## src/rtl/spi_slave_if.sv

```systemverilog
// spi_slave_if: SPI slave front end, deserialises 10-bit command words and serialises RAM read bytes onto MISO
module spi_slave_if #(
    parameter int ADDR_SIZE = 8
) (
    input  logic                 clk,
    input  logic                 rst_n,
    input  logic                 SS_n,
    input  logic                 MOSI,
    output logic                 MISO,
    output logic [ADDR_SIZE+1:0] rx_data,
    output logic                 rx_valid,
    input  logic [ADDR_SIZE-1:0] tx_data,
    input  logic                 tx_valid
);
    typedef enum logic [2:0] {IDLE, CHK_CMD, WRITE, READ_ADD, READ_DATA} state_t;
    localparam int TW = $clog2(ADDR_SIZE + 1);
    localparam logic [TW-1:0] LAST = TW'(ADDR_SIZE);
    state_t state, next;
    logic [3:0] cnt;
    logic [TW-1:0] tx_cnt;
    logic [ADDR_SIZE-1:0] tx_sr;
    logic rd_addr_seen, tx_busy, tx_done, shifting, rx_last, waiting;
    assign shifting = !SS_n && (state inside {WRITE, READ_ADD, READ_DATA}) && cnt != 4'd10;
    assign rx_last  = shifting && cnt == 4'd9;
    assign waiting  = !SS_n && state == READ_DATA && cnt == 4'd10 && !tx_busy && !tx_done;
    always_comb begin
        next = state == IDLE ? (SS_n ? IDLE : CHK_CMD) :
               SS_n ? IDLE :
               state == CHK_CMD ? (!MOSI ? WRITE : rd_addr_seen ? READ_DATA : READ_ADD) :
               state;
    end
    always_ff @(posedge clk or negedge rst_n) begin
        if (!rst_n) state <= IDLE;
        else state <= next;
    end
    always_ff @(posedge clk or negedge rst_n) begin
        if (!rst_n) begin
            rx_data      <= '0;
            rx_valid     <= 1'b0;
            MISO         <= 1'b0;
            cnt          <= '0;
            rd_addr_seen <= 1'b0;
            tx_sr        <= '0;
            tx_cnt       <= '0;
            tx_busy      <= 1'b0;
            tx_done      <= 1'b0;
        end else begin
            rx_valid <= rx_last;
            MISO     <= tx_busy && !SS_n && tx_cnt != LAST && tx_sr[ADDR_SIZE-1];
            if (shifting) begin
                rx_data <= {rx_data[ADDR_SIZE:0], MOSI};
                cnt     <= cnt + 4'd1;
            end else if (SS_n) cnt <= '0;
            if (rx_last && state == READ_ADD) rd_addr_seen <= 1'b1;
            if (waiting && tx_valid) begin
                tx_sr   <= tx_data;
                tx_cnt  <= '0;
                tx_busy <= 1'b1;
            end else if (tx_busy && !SS_n) begin
                tx_sr  <= tx_sr << 1;
                tx_cnt <= tx_cnt + 1'b1;
                if (tx_cnt == LAST) begin
                    tx_busy      <= 1'b0;
                    tx_done      <= 1'b1;
                    rd_addr_seen <= 1'b0;
                end
            end
            if (SS_n) begin
                tx_busy <= 1'b0;
                tx_done <= 1'b0;
            end
        end
    end
endmodule

```

## config.mk

```make
export PLATFORM = sky130hd
export DESIGN_NAME = spi_slave_if
export DESIGN_NICKNAME = d
export VERILOG_FILES = /design/src/rtl/spi_slave_if.sv
export SDC_FILE = /design/constraint.sdc
export NUM_CORES = 1
export LEC_CHECK = 0
export ABC_AREA = 0
export CAP_MARGIN = 20
export CELL_PAD_IN_SITES_DETAIL_PLACEMENT = 0
export CELL_PAD_IN_SITES_GLOBAL_PLACEMENT = 1
export CORE_MARGIN = 2
export CORE_UTILIZATION = 45
export DETAILED_ROUTE_END_ITERATION = 12
export HOLD_SLACK_MARGIN = 0.1
export PLACE_DENSITY_LB_ADDON = 0.1
export SYNTH_ARGS = -nofsm -noshare
export SYNTH_HDL_FRONTEND = slang
export SYNTH_SLANG_ARGS = --single-unit
```

## constraint.sdc

```tcl
create_clock -name clk -period 3.6 [get_ports clk]
set_clock_uncertainty 0.15 [all_clocks]
set_input_delay 0.36 -clock clk [delete_from_list [all_inputs] [get_ports clk]]
set_output_delay 0.36 -clock clk [all_outputs]
set_load 0.005 [all_outputs]
```

==> metrics.txt <==
outcome=finished, final reports clean; fmax=445 MHz; fin crit share=62.4%; die width=63.6 um; min Tclk post-route=2.25 ns; IO Pins=25; Final Hold Fails=0; FP Rows=21; clk sinks=34; VDD IR-drop max=~0.37 mV; postcts setup bufs=0; EDFF count, synth=0; Seq cells post-synth=34; CTS clk-pin slew, worst paths=about 0.10 ns; Syn Nets=155; clk buf depth=2; largest cells by area after synthesis=dfrtp_1 (53%), mux2_2 (9.2%), a221o_1 (4.4%); via count=about 1100; Worst setup SP type=input port; CP max stage cell=clkdlybuf4s50_1; Setup CP Type=input port to flop; area leader, netlist=dfrtp_1; # Max-Cap Violations=0; Slew headroom=between 50% and 60%; cell count after synthesis=roughly 140; worst path cell trace=clkdlybuf4s50_1, nor2b_1, a31oi_1, a221o_1; Residual DRC=0; total number of H-tree levels=2; Routed WL=3030 um; post_cts resized=0; count of input and output buffers=24; min-delay worst type=input port to async pin; Crit. End Element=flop; unrepaired setup endpoints after global routing=no; drt first pass iters=4; slowest stage delay, CP=0.68 ns; Total Routing Usage GR=17.4%; number of global-route vias before repair=1217; gp weighted congestion=0.740; Fill cells=305; Netlist cell types=35; diode count=0; vias per cell=5.26; pin count of the biggest net entering global routing=35; Final Power=942 uW; Remaining Overflow, GRT=0; placed inst area=between 1500 and 2000 um^2; P per Cell Area=481 nW/um^2; final instance area=1960 um^2; area share of the largest cell type after synthesis=53.3%; CTS tree=done; WL per Instance=14.3 um; ys async rst share=100%; Num CTS Buffers=5; hpwl dp=about 2200 um; WP data arrival=roughly 2.3 ns; Final nets=183; initial antenna violation count=0; most frequent cells after synthesis=dfrtp_1 (34), mux2_2 (13), nor2_1 (8); Iter 0 DRT Violations=between 50 and 60; starting density of the core=47.5%; Synth Cell Area=1600 um^2; core footprint=3360 um^2; leakage=0.883 nW; cts-stage hold buffer count=0; Layout area overhead=22.8%; reg2reg path depth=5; max-slew violation count=0; CP required=between 3 and 4 ns; worst skew pair latency=0.33 ns; r2r endpoint=rx_data[7]; setup_tns=0 ns; Synth warnings=0; first-pass GRT wire length=5470 um; r2r setup slk=1.51 ns; syn avg cell area=approximately 12 um^2; crit path max fanout=15; Tightest Pin Transition=0.630 ns; sequential element share of the synthesized area=53.3%; Die Footprint=4040 um^2; Antenna Nets Post-Route=0; RR Startpoint=cnt[0]; share of cells above drive strength 1=15.1%; Die H=63.6 um; top-count cell post-synth=dfrtp_1; root buffer cell=clkbuf_4; Setup Viol. Count Final=0; Most used DFF post-synth=dfrtp_1
## through the flow
stage	utilization, %	setup slack, ns	instances	hold WS [ns]
CTS	58.3	1.40	212	0.270
global route	58.3	1.21	212	0.315
floorplan	-	1.62	137	-0.0856
detailed placement	56.1	1.01	204	0.342
global placement	56.1	1.06	204	0.341
finish	58.3	1.35	212	0.269
## power by group
| part | total (mW) | internal (mW) | switching (mW) |
|---|---|---|---|
| sequential | 0.475 | 0.434 | 0.0410 |
| combinational | 0.196 | 0.137 | 0.0593 |
| clock | 0.271 | 0.147 | 0.124 |
## registers in the layout, summed over array words and instances (netlist names)
signal and flops:
tx_busy 1, tx_done 1, MISO 1, state 3
rx_data 10, tx_sr 8, cnt 4, tx_cnt 4
rd_addr_seen 1, rx_valid 1
## kinds of logic (layout without fill, tap and decap cells)
kind of cell	Yosys count	after routing	share of synthesized area, %
buf+inv	11	40	2.66
fa+ha+maj	5	5	3.92
flops	34	34	53.3
xor+xnor	1	1	0.549
compound gates	29	29	13.9
simple gates	44	44	16.5
mux	13	13	9.17
## metal layers
metal | vias to the layer above | routed length, um | global-route usage, %
met3 | 2 | 95 | 5.00
met2 | 18 | 1520 | 28.7
met1 | 550 | 1400 | 21.3
met4 | 0 | 13 | 7.34
li1 | 545 | - | -
met5 | - | 0 | 0
## layout by cell type (no fill, tap or decap), types with 2 or more instances in the layout
cell type        instances
clkbuf_1                 2
mux2_2                  13
inv_1                    7
o21ai_0                  5
and3b_1                  2
and2_1                   7
nand2b_1                 2
nand3_1                  2
nor2_1                   8
clkdlybuf4s50_1         24
nand2_1                  6
a221o_1                  7
nor2b_1                  3
ha_1                     5
dfrtp_1                 34
clkbuf_4                 5
a31oi_1                  3
a21oi_1                  6
nand3b_1                 3
and3_1                   2
o211ai_1                 3
## worst max-delay path by stage
stage	cells after the start	to	slack, ns	from
after global routing	4	tx_sr[3]	1.21	SS_n
after floorplan	6	rx_data[1]	1.62	cnt[0]
after detailed placement	4	tx_sr[3]	1.01	SS_n
final	4	tx_sr[2]	1.35	SS_n
after CTS	4	tx_sr[0]	1.40	SS_n
after global placement	4	tx_sr[0]	1.06	SS_n
## worst max-delay path: cells and delay by family
family,cells,cell delay (ns)
compound gates,2,0.65
buf+inv,1,0.68
simple gates,1,0.62
## layout make-up
class                      instances  area, um^2  share of cell area [%]
multi-input combinational         92         703                    35.9
timing repair buffer              25         248                    12.6
clock inverter                     1        30.0                    1.53
sequential                        34         851                    43.4
clock buffer                       7        45.0                    2.30
inverter                           7        26.3                    1.34
tap                               46        57.6                    2.94
(Power assumes the default switching activity.)
